$ cat config.mk
export PLATFORM = sky130hd
export DESIGN_NAME = alu_arbiter
export DESIGN_NICKNAME = d
export VERILOG_FILES = /design/src/rtl/alu_arb_pkg.sv /design/src/rtl/alu_arbiter_rr_pick.sv /design/src/rtl/alu_arbiter.sv
export SDC_FILE = /design/constraint.sdc
export NUM_CORES = 1
export LEC_CHECK = 0
export CAP_MARGIN = 20
export CORE_MARGIN = 2
export CORE_UTILIZATION = 40
export DETAILED_ROUTE_END_ITERATION = 10
export GPL_ROUTABILITY_DRIVEN = 0
export PLACE_DENSITY = 0.86
export SETUP_SLACK_MARGIN = 0.02
export SLEW_MARGIN = 20
export SYNTH_ARGS = -nofsm -noshare
export SYNTH_HDL_FRONTEND = slang
export SYNTH_SLANG_ARGS = --single-unit
$ cat constraint.sdc
create_clock -name clk -period 3.3 [get_ports clk]
set_input_delay 0.825 -clock clk [delete_from_list [all_inputs] [get_ports clk]]
set_output_delay 0.825 -clock clk [all_outputs]
set_load 0.01 [all_outputs]
$ cat src/rtl/alu_arb_pkg.sv
// Shared opcode constants, FSM states and command struct for the ALU arbiter.
// Pure declarations: no latency and no backpressure of its own.
package alu_arb_pkg;

    localparam logic [2:0] ALU_ADD = 3'b000;
    localparam logic [2:0] ALU_SUB = 3'b001;
    localparam logic [2:0] ALU_AND = 3'b010;
    localparam logic [2:0] ALU_OR  = 3'b011;
    localparam logic [2:0] ALU_SLT = 3'b101;
    localparam logic [2:0] ALU_SLL = 3'b110;

    typedef enum logic [1:0] {
        IDLE,
        EXEC,
        RESP
    } state_t;

    typedef struct packed {
        logic [31:0] a;
        logic [31:0] b;
        logic [2:0]  op;
    } alu_cmd_t;

    function automatic logic op_legal(input logic [2:0] op);
        return op inside {ALU_ADD, ALU_SUB, ALU_AND, ALU_OR, ALU_SLT, ALU_SLL};
    endfunction

endpackage

$ cat src/rtl/alu_arbiter_rr_pick.sv
// Combinational round-robin selector: first set req bit after ptr, wrapping modulo NREQ.
// Zero latency; no backpressure (pure function of req and ptr).
module rr_pick #(
    parameter int NREQ = 2,
    parameter int IDW  = 1
) (
    input  logic [NREQ-1:0] req,
    input  logic [IDW-1:0]  ptr,
    output logic [NREQ-1:0] grant,
    output logic [IDW-1:0]  idx,
    output logic            found
);

    localparam int SW = IDW + 2;
    localparam logic [SW-1:0] NREQ_W = SW'(NREQ);

    logic [SW-1:0]   start;
    logic [SW-1:0]   off;
    logic [SW-1:0]   sum;
    logic [NREQ-1:0] rot;

    // Rotating a doubled copy puts requester ptr+1 at bit 0, so a plain
    // lowest-set-bit search gives the round-robin winner for any NREQ.
    always_comb begin
        start = {2'b00, ptr} + SW'(1);
        rot   = NREQ'({req, req} >> start);
        off   = '0;
        found = 1'b0;
        for (int j = NREQ - 1; j >= 0; j--) begin
            if (rot[j]) begin
                off   = SW'(j);
                found = 1'b1;
            end
        end
        sum   = start + off;
        idx   = IDW'((sum >= NREQ_W) ? (sum - NREQ_W) : sum);
        grant = '0;
        for (int i = 0; i < NREQ; i++) begin
            grant[i] = found && (idx == IDW'(i));
        end
    end

endmodule

$ cat src/rtl/alu_arbiter.sv
// Round-robin share of one single-cycle ALU among NREQ requesters, one op in flight; result at T+2.
// Holds the response until rsp_ready; ALU_ARB_OPCHECK_EN answers illegal opcodes at T+1 with rsp_err.
module alu_arbiter
    import alu_arb_pkg::*;
#(
    parameter  int NREQ = 2,
    localparam int IDW  = (NREQ > 1) ? $clog2(NREQ) : 1
) (
    input  logic              clk,
    input  logic              rst_n,
    input  logic [NREQ-1:0]   req_valid,
    output logic [NREQ-1:0]   req_ready,
    input  logic [NREQ*32-1:0] req_a,
    input  logic [NREQ*32-1:0] req_b,
    input  logic [NREQ*3-1:0] req_op,
    output logic              rsp_valid,
    input  logic              rsp_ready,
    output logic [IDW-1:0]    rsp_id,
    output logic [31:0]       rsp_data,
    output logic              rsp_zero,
    output logic              rsp_err,
    output logic              busy,
    output logic [31:0]       alu_a,
    output logic [31:0]       alu_b,
    output logic [2:0]        alu_op,
    input  logic [31:0]       alu_out,
    input  logic              alu_zero
);

    state_t          state;
    logic [IDW-1:0]  ptr;
    alu_cmd_t        cmd;
    alu_cmd_t        req_cmd [NREQ];
    alu_cmd_t        sel;
    logic [NREQ-1:0] grant;
    logic [IDW-1:0]  pick;
    logic            pick_found;

    for (genvar i = 0; i < NREQ; i++) begin : g_unpack
        assign req_cmd[i] = {req_a[32*i +: 32], req_b[32*i +: 32], req_op[3*i +: 3]};
    end

    rr_pick #(
        .NREQ (NREQ),
        .IDW  (IDW)
    ) u_pick (
        .req   (req_valid),
        .ptr   (ptr),
        .grant (grant),
        .idx   (pick),
        .found (pick_found)
    );

    assign sel       = req_cmd[pick];
    assign req_ready = (state == IDLE) ? grant : '0;
    assign rsp_valid = (state == RESP);
    assign busy      = (state != IDLE);
    assign alu_a     = cmd.a;
    assign alu_b     = cmd.b;
    assign alu_op    = cmd.op;

`ifdef ALU_ARB_OPCHECK_EN
    logic err_q;
    assign rsp_err = err_q;
`else
    assign rsp_err = 1'b0;
`endif

    always_ff @(posedge clk or negedge rst_n) begin
        if (!rst_n) begin
            state    <= IDLE;
            ptr      <= IDW'(NREQ - 1);
            cmd      <= '0;
            rsp_id   <= '0;
            rsp_data <= '0;
            rsp_zero <= 1'b0;
`ifdef ALU_ARB_OPCHECK_EN
            err_q    <= 1'b0;
`endif
        end else begin
            case (state)
                IDLE: begin
                    if (pick_found) begin
                        ptr    <= pick;
                        rsp_id <= pick;
`ifdef ALU_ARB_OPCHECK_EN
                        // Illegal ops never reach the ALU, so its inputs stay untouched.
                        if (!op_legal(sel.op)) begin
                            err_q    <= 1'b1;
                            rsp_data <= '0;
                            rsp_zero <= 1'b0;
                            state    <= RESP;
                        end else begin
                            err_q <= 1'b0;
                            cmd   <= sel;
                            state <= EXEC;
                        end
`else
                        cmd   <= sel;
                        state <= EXEC;
`endif
                    end
                end
                EXEC: begin
                    rsp_data <= alu_out;
                    rsp_zero <= alu_zero;
                    state    <= RESP;
                end
                RESP: begin
                    if (rsp_ready) state <= IDLE;
                end
                default: state <= IDLE;
            endcase
        end
    end

endmodule

## Word level (Yosys, flattened, before mapping)

Index checks and enable logic that the tools add are counted.

| word-level totals | value |
|---|---|
| word-level logic and storage cells | 38 |
| output and inout port bits | 106 |
| register bits | 104 |

| cells by class | value |
|---|---|
| $lt $le $gt $ge | 2 |
| eq/ne operators | 4 |
| reduce and logical (&&, ||, !) cells | 6 |
| shifts and indexed selects | 1 |
| add/sub/neg operators | 3 |
| multiplexer cells | 12 |
| bitwise operators | 2 |

Operator list:

| kind | count |
|---|---|
| $mux 67 | 3 |
| $mux 2 | 3 |
| $pmux 2 s3 | 1 |
| $mux 1 | 5 |
| $reduce_and 2->1 | 2 |
| $shr 4x3->2 | 1 |
| $add 2x1->3 | 1 |
| $ge 3x2->1 const B | 1 |
| $add 1x1->2 const B | 1 |
| $eq 2x1->1 const B | 1 |
| $eq 2x2->1 const B | 1 |
| $ge 2x2->1 const B | 1 |
| $logic_and 1x1->1 | 2 |
| $logic_not 2->1 | 1 |
| $ne 2x1->1 const B | 1 |
| $ne 2x2->1 const B | 1 |
| $not 1->2 | 1 |
| $reduce_bool 2->1 | 1 |
| $not 1->1 | 1 |
| $sub 1x1->1 const B | 1 |

## Longest topological paths before layout

Gate-level depths: netlist of run 1.

| depth | value |
|---|---|
| depth after elaboration | 11 |
| gate-level depth with buffers | 6 |
| depth with buffers taken out | 4 |

## Modules after synthesis

From an unflattened synthesis of run 1, not the netlist that was laid out.

| unflattened totals | value |
|---|---|
| cell total of the unflattened synthesis | 310 |
| area total of the unflattened synthesis | 4813.4 um^2 |

By module, submodules not included:

| module | instances | sequential area each (um^2) | cells an instance | area an instance (um^2) |
|---|---|---|---|---|
| alu_arbiter | 1 | 2603.7 | 304 | 4775.8 |
| rr_pick | 1 | 0.0 | 6 | 37.5 |

## Worst setup path before layout of run 1

No wires, ideal clock.

| timing path | value |
|---|---|
| kind | input to output |
| start | input port req_valid[1] |
| end | output port req_ready[1] |
| stages on the path | 3 |
| path slack | 1140 ps |
| data arrival time | 1335 ps |
| cells stage by stage | inv_2 > a211oi_2 > buf_2 |

| on the way | value |
|---|---|
| word-level cells in the longest chain between the ends | 8 |

Ends and longest elaborated chain:

| element | RTL line | RTL |
|---|---|---|
| start: declaration | alu_arbiter.sv:11 | `input logic [NREQ-1:0] req_valid,` |
| $shr 4x3->2 (*) | alu_arbiter_rr_pick.sv:26 | `rot = NREQ'({req, req} >> start);` |
| $mux 1 (2 in a row) | alu_arbiter_rr_pick.sv:30 | `if (rot[j]) begin` |
| $add 2x1->3 | alu_arbiter_rr_pick.sv:35 | `sum = start + off;` |
| $ge 3x2->1 or $sub 1x1->1 (tied branches) | alu_arbiter_rr_pick.sv:36 | `idx = IDW'((sum >= NREQ_W) ? (sum - NREQ_W) : sum);` |
| $mux 1 | alu_arbiter_rr_pick.sv:36 |  |
| $logic_and 1x1->1 (*) | alu_arbiter_rr_pick.sv:39 | `grant[i] = found && (idx == IDW'(i));` |
| $mux 2 (*) | alu_arbiter.sv:55 | `assign req_ready = (state == IDLE) ? grant : '0;` |
| end: declaration | alu_arbiter.sv:12 | `output logic [NREQ-1:0] req_ready,` |

Mark *: on every way between the ends. The rest lies on a longest branch, timed or not.

## Worst setup path after layout of run 1

| timing path | value |
|---|---|
| start | input port req_valid[1] |
| end | output port req_ready[0] |

| on the way | value |
|---|---|
| word-level cells in the longest chain between the ends | 9 |

Ends and longest elaborated chain:

| element | RTL line |
|---|---|
| $shr 4x3->2 (*) | alu_arbiter_rr_pick.sv:26 |
| $mux 1 (2 in a row) | alu_arbiter_rr_pick.sv:30 |
| $add 2x1->3 | alu_arbiter_rr_pick.sv:35 |
| $ge 3x2->1 or $sub 1x1->1 (tied branches) | alu_arbiter_rr_pick.sv:36 |
| $mux 1 | alu_arbiter_rr_pick.sv:36 |
| $not 1->1 | alu_arbiter_rr_pick.sv:39 |
| $logic_and 1x1->1 (*) | alu_arbiter_rr_pick.sv:39 |
| $mux 2 (*) | alu_arbiter.sv:55 |

Marks and branches as above.

==> results.md, run 1 <==
* Hold Violations, Final at 0
* Total CTS buffers at 9
* Routed Antenna Nets at 0
* Layout cells sized above 1 at around 5.6%
* Core Rows at 38
* Critical path fanouts, max at 6
* Register area share after synthesis at 57.9%
* FF-to-FF path depth at 4
* Fmax at 0.325 GHz
* Worst skew pair latency at ~350 ps
* CTS tree: built
* Post-synth top area cell: dfrtp_1
* Clock Root Buffer: clkbuf_8
* Post-Syn Area at 4500 um2
* Clock tree buffer depth at 2
* Delay-heaviest family, CP: buffers and inverters
* Max VDD drop at 1010 uV
* Rel. slew slack at 47.6%
* Startpoint type of the worst setup path: primary input
* Status: complete, no violations
* Register clock-pin slew on the reported worst setup and hold paths at approximately 100 ps
* Met2 routed WL at 7560 um
* Slew Viols, Final at 0
* Post-Synth XOR/XNOR Area at 0%
* Htree depth at 3
* GRT Resource Usage Total at 23.2%
* Hpwl dp at roughly 10,000 um
* Fin nets at 761
* Die Wd at 110 um
* M1 WL at about 5600 um
* Vias at 4,026
* Worst Hold Class: in2async
* Utilization after layout at 68.7%
* Compound-Gate Fraction of Synth Area at 27.4%
* WP buf/inv at 3
* Synth-to-Final Area Change at 66.3%
* Layout fillers at a little under 800
* Syn nets at 500
* Setup Skew at between 5 and 6 ps
* Most frequent cells in the layout: 274 x clkdlybuf4s50_1, 103 x dfrtp_1, 64 x a221o_1, 62 x a21boi_1, 29 x mux2_1
* Req. time, crit path at approximately 2500 ps
* Post-CTS Hold Buffers at 0
* Diode count at 0
* Sum Neg Setup Slack at 0 ps
* Final setup vio count at 0
* Vias in the first global route at 4,137
* Met3 routed wirelength at 1280 um
* Drt pass-1 iters at 4
* Largest family of logic cells by synthesized area: compound AO/OA/AOI/OAI gates
* Starting density of the core at approximately two fifths
* Synth top area share at 57.3%
* Commonest non-fill, non-tap cell in the layout: clkdlybuf4s50_1
* Synthesized instance count at 328
* Synth Area in Simple Gates at 1.17%
* Routed WL at 14,700 um
* Final Cycle Share at 93.3%
* Lkg Pwr at 3.08 nW
* Largest net degree at the start of global routing at 72
* Die H at 110 um
* Period minus WS final at approximately 3100 ps
* Slew @ Worst Pin at 786 ps
* Initial antenna violation count at 0
* Flops & latches, synth at 104
* Top routing layer used: met4
* Multi-input gate area at 1680 um2
* Reg area at 2600 um2
* MaxCap Viol Count at 0
* I/O pin cnt at ~280
* CP Class: in2out
* Cell variety after synth at 24
* CP dominant cell by count: clkdlybuf4s50_1
* Die area at around 12,000 um2
* Yosys warns at 0
* Clock sink count at 104
* Slowest Stage Delay on Critical Path at 570 ps
* Worst setup EP type: primary output
* Input/output buffers at 276
* DR iter-0 viols at 239
* Adder-cell share of the synthesized area at 0%
* Mux cell area share after synthesis at just over 8%
* Critical path arrival at 2250 ps
* Synth area leaders: dfrtp_1 57%, a221o_1 14%, a21boi_1 10%, mux2_1 7.3%, buf_6 1.8%
* Syn_area_per_cell at 13.7 um2
* Total core area at 10,900 um2
* Unrepaired setup endpoints after global routing: no
* Global route overflow at 0
* CP Depth at 4
* Pwr per Cell Area at 864 nW/um2
* Drt drc at 0
* Slowest cell on the critical path: clkdlybuf4s50_1
* First-pass GRT wire length at approximately 21,000 um
* WL per Instance at 20.1 um
* Vias per cell at 5.49
* CP cell instances: clkdlybuf4s50_1, buf_4, a211oi_4, clkdlybuf4s50_1
-- where the power goes --
group | internal [W] | switching [W]
registers | 0.00192 | 0.000343
logic | 0.00203 | 0.00148
clock network | 0.000274 | 0.000424
-- synthesized netlist by cell type --
| cell type | n |
|---|---|
| nand2b_1 | 2 |
| clkbuf_1 | 8 |
| a221o_1 | 64 |
| conb_1 | 1 |
| a21boi_0 | 2 |
| a211oi_2 | 2 |
| nand3_1 | 3 |
| a21boi_1 | 62 |
| or2_1 | 1 |
| mux2_2 | 4 |
| o2111ai_1 | 6 |
| dfrtp_1 | 103 |
| nor2_4 | 1 |
| a21o_1 | 2 |
| buf_2 | 13 |
| mux2_1 | 29 |
| inv_1 | 4 |
| inv_2 | 2 |
| dfstp_2 | 1 |
| nand2_1 | 1 |
| buf_4 | 5 |
| buf_6 | 7 |
| o21ai_0 | 4 |
| nor2_1 | 1 |
-- flip-flops by register name, summed over array words and instances, names as in the netlist --
name and count:
rsp_data 32, alu_op 3, alu_a 32, state 2, rsp_zero 1, rsp_id 1
ptr 1, alu_b 32
-- timing repair --
action | CTS | global route
setup endpoints to repair | 0 | 1
gates resized for setup | 0 | 1
buffers inserted | 0 | 0
-- cells by family after synthesis --
family                 count (synthesis)
buffers and inverters                 39
AND/OR/NAND/NOR                        9
AO/OA/AOI/OAI                        142
other                                  1
flip-flops                           104
multiplexers                          33
-- per-stage QoR --
step	instance area, um2	std cells	power (W)	setup slack [ps]	hold slack (ps)
3_3_place_gp	7320	718	0.00568	132	462
6_report	7480	734	0.00646	221	483
5_1_grt	7480	734	0.00686	175	512
2_1_floorplan	4500	328	0.00396	1140	518
4_1_cts	7480	734	0.00653	61.6	493
3_5_place_dp	7320	718	0.00581	80.9	472
-- path summary, 6_finish.rpt --
kind                               from           end  slack [ps]
max                        req_valid[1]  req_ready[0]         220
min in group clk                 rsp_id        rsp_id         490
max in group asynchronous         rst_n     alu_b[19]        2070
min reg2reg                      rsp_id        rsp_id         490
min                               rst_n     alu_b[23]         480
max reg2reg                         ptr      alu_b[9]        1270
-- layout make-up --
cell class	count	area share, %
timing repair buffer	283	38.0
sequential	104	34.8
multi-input combinational	185	22.4
tap	140	2.34
clock buffer	11	1.76
clock inverter	5	0.451
inverter	6	0.301
-- routing by layer --
metal  vias to the layer above  global-route usage [%]
li1                       1802                       -
met1                      1993                    26.8
met2                       202                    40.6
met3                        29                    6.00
met4                         0                    10.1
met5                         -                       0
No activity file was read; power rests on OpenSTA's default activity.
==> inputs of run 2 (changes only) <==
--- a/config.mk
+++ b/config.mk
@@ -7,10 +7,10 @@
 export LEC_CHECK = 0
 export CAP_MARGIN = 20
 export CORE_MARGIN = 2
-export CORE_UTILIZATION = 40
+export CORE_UTILIZATION = 34
 export DETAILED_ROUTE_END_ITERATION = 10
 export GPL_ROUTABILITY_DRIVEN = 0
-export PLACE_DENSITY = 0.86
+export PLACE_DENSITY = 0.78
 export SETUP_SLACK_MARGIN = 0.02
 export SLEW_MARGIN = 20
 export SYNTH_ARGS = -nofsm -noshare
==> constraint.sdc (replaced) <==
create_clock -name clk -period 2.8 [get_ports clk]
set_input_delay 0.7 -clock clk [delete_from_list [all_inputs] [get_ports clk]]
set_output_delay 0.7 -clock clk [all_outputs]
set_load 0.05 [all_outputs]
==> run 2 against run 1 <==
Against the previous run:
- design area up 3.0%
- power rose by 62%
- non-clock buffer count unchanged
- worst hold slack lost 130 ps
- critical path type unchanged
- critical endpoint is now req_ready[1]
- largest power group unchanged
==> results.md, run 2 (same netlist as run 1, synthesis figures left out) <==
* Initial antenna violation count at 0 (unchanged)
* Starting density of the core at 34.4% (-6.9 points)
* Rel. slew slack at 47.6% (about the same)
* Htree depth at 3 (unchanged)
* Slew @ Worst Pin at 786 ps (-0.394 ps)
* Critical path fanouts, max at 7 (+1)
* Period minus WS final at 2630 ps
* WP buf/inv at 3 (unchanged)
* Die Wd at 119 um (+8.2%)
* Hpwl dp at 9950 um (-5.0%)
* Diode count at 0 (unchanged)
* Worst skew pair latency at 340 ps (about the same)
* Startpoint type of the worst setup path: primary input
* Vias in the first global route at 4,080 (-1.4%)
* Reg area at 2600 um2 (unchanged)
* Largest net degree at the start of global routing at 72 (unchanged)
* Register clock-pin slew on the reported worst setup and hold paths at 60 ps (-40 ps)
* Vias at 3,993 (-0.82%)
* Clock Root Buffer: clkbuf_16
* Vias per cell at 5.19 (-5.5%)
* Synth-to-Final Area Change at 71.4%
* Reg2Reg Setup Slack at 710 ps (-560 ps)
* Worst setup EP type: primary output
* Input/output buffers at 276 (unchanged)
* Final hold slack at 351 ps (-133 ps)
* Slowest cell on the critical path: clkdlybuf4s50_1
* Fin nets at 761 (unchanged)
* Final Cycle Share at 94.0%
* MaxCap Viol Count at 0 (unchanged)
* CP cell instances: clkdlybuf4s50_1, inv_2, a211oi_4, buf_12
* Total core area at 13,100 um2 (+20%)
* Layout cells sized above 1 at 6.23% (+0.67 points)
* Total power at 0.0105 W (+62%)
* R2r endpoint: alu_b[11]
* Total CTS buffers at 9 (unchanged)
* Lkg Pwr at 3.16 nW (+2.6%)
* Setup Skew at 6.81 ps (+0.939 ps)
* Critical path arrival at 1930 ps (-320 ps)
* WL per Instance at 18.5 um (-8.0%)
* Unrepaired setup endpoints after global routing: no
* Post_cts resized at 0 (unchanged)
* Req. time, crit path at 2100 ps (-370 ps)
* Hold Violations, Final at 0 (unchanged)
* Setup bufs post-CTS at 0 (unchanged)
* Drt drc at 0 (unchanged)
* Final setup vio count at 0 (unchanged)
* Slowest Stage Delay on Critical Path at 630 ps (+60 ps)
* CTS tree: built
* I/O pin cnt at 278 (unchanged)
* Worst Hold Class: in2async
* Die H at 119 um (+8.2%)
* Clock sink count at 104 (unchanged)
* Commonest non-fill, non-tap cell in the layout: clkdlybuf4s50_1
* Worst setup margin at 169 ps (-52.0 ps)
* Fmax at between 0.3 and 0.4 GHz
* FF-to-FF path depth at 4 (unchanged)
* Dpl ws at 23.6 ps (-57.3 ps)
* GRT Resource Usage Total at 20.2% (-3.0 points)
* Core Rows at 42 (+11%)
* Multi-input gate area at 1680 um2 (unchanged)
* Routed Antenna Nets at 0 (unchanged)
* Most frequent cells in the layout: 272 x clkdlybuf4s50_1, 103 x dfrtp_1, 64 x a221o_1, 62 x a21boi_1, 29 x mux2_1
* Clock tree buffer depth at 2 (unchanged)
* CP Class: in2out
* DR iter-0 viols at 239 (unchanged)
* Post-CTS Hold Buffers at 0 (unchanged)
* First-pass GRT wire length at 22,500 um (+6.3%)
* Layout fillers at 1,033 (+30%)
* Max VDD drop at 790 uV (-21%)
* Sum Neg Setup Slack at 0 ps (unchanged)
* Reg-to-reg startpoint: ptr
* Drt pass-1 iters at 4 (unchanged)
* Pwr per Cell Area at 1360 nW/um2 (+57%)
* Global route overflow at 0 (unchanged)
* Die area at 14,200 um2 (+17%)
* Slew Viols, Final at 0 (unchanged)
* Status: complete, no violations
* Routed WL at 14,200 um (-3.4%)
* Delay-heaviest family, CP: buffers and inverters
## run 2: area by class of cell
class	instances	area share, %
Sequential cell	104	33.8
Clock inverter	4	0.990
Inverter	6	0.292
Timing Repair Buffer	283	37.0
Tap cell	176	2.86
Clock buffer	12	3.33
Multi-Input combinational cell	185	21.7
## run 2: worst register-to-register path: cells and delay by family (launching register included)
family          cells  cell delay (ps)
buf+inv             2              760
compound gates      2              640
flops               1              610
## run 2: per-stage QoR
step,instances,cell area [um2],util [%]
4_1_cts,770,7710,58.9
3_3_place_gp,754,7380,56.4
3_5_place_dp,754,7380,56.4
2_1_floorplan,328,4500,-
6_report,770,7710,58.9
5_1_grt,770,7710,58.9
## run 2: how the worst max path moves through the flow
stage | from | to | slack [ps] | cells after the start
floorplan | state[1] | req_ready[1] | 750 | 4
global placement | req_valid[1] | alu_b[9] | 120 | 5
detailed placement | req_valid[0] | alu_b[11] | 20 | 5
CTS | req_valid[1] | req_ready[1] | 180 | 4
global route | req_valid[1] | req_ready[1] | 100 | 4
finish | req_valid[1] | req_ready[1] | 170 | 4
## run 2: report_power, final
part / total, W / internal (W) / switching [W] / leakage, nW
Combinational: 0.00642 / 0.00239 / 0.00403 / 1.75
Sequential: 0.00268 / 0.00226 / 0.000413 / 1.26
Clock: 0.00137 / 0.000834 / 0.000539 / 0.159
## run 2: layer usage
metal,up-vias,wire length (um),track usage [%]
li1,1807,-,-
met4,0,251,6.85
met5,-,0,0
met1,1969,5820,25.6
met2,198,6970,33.2
met3,19,1210,5.84
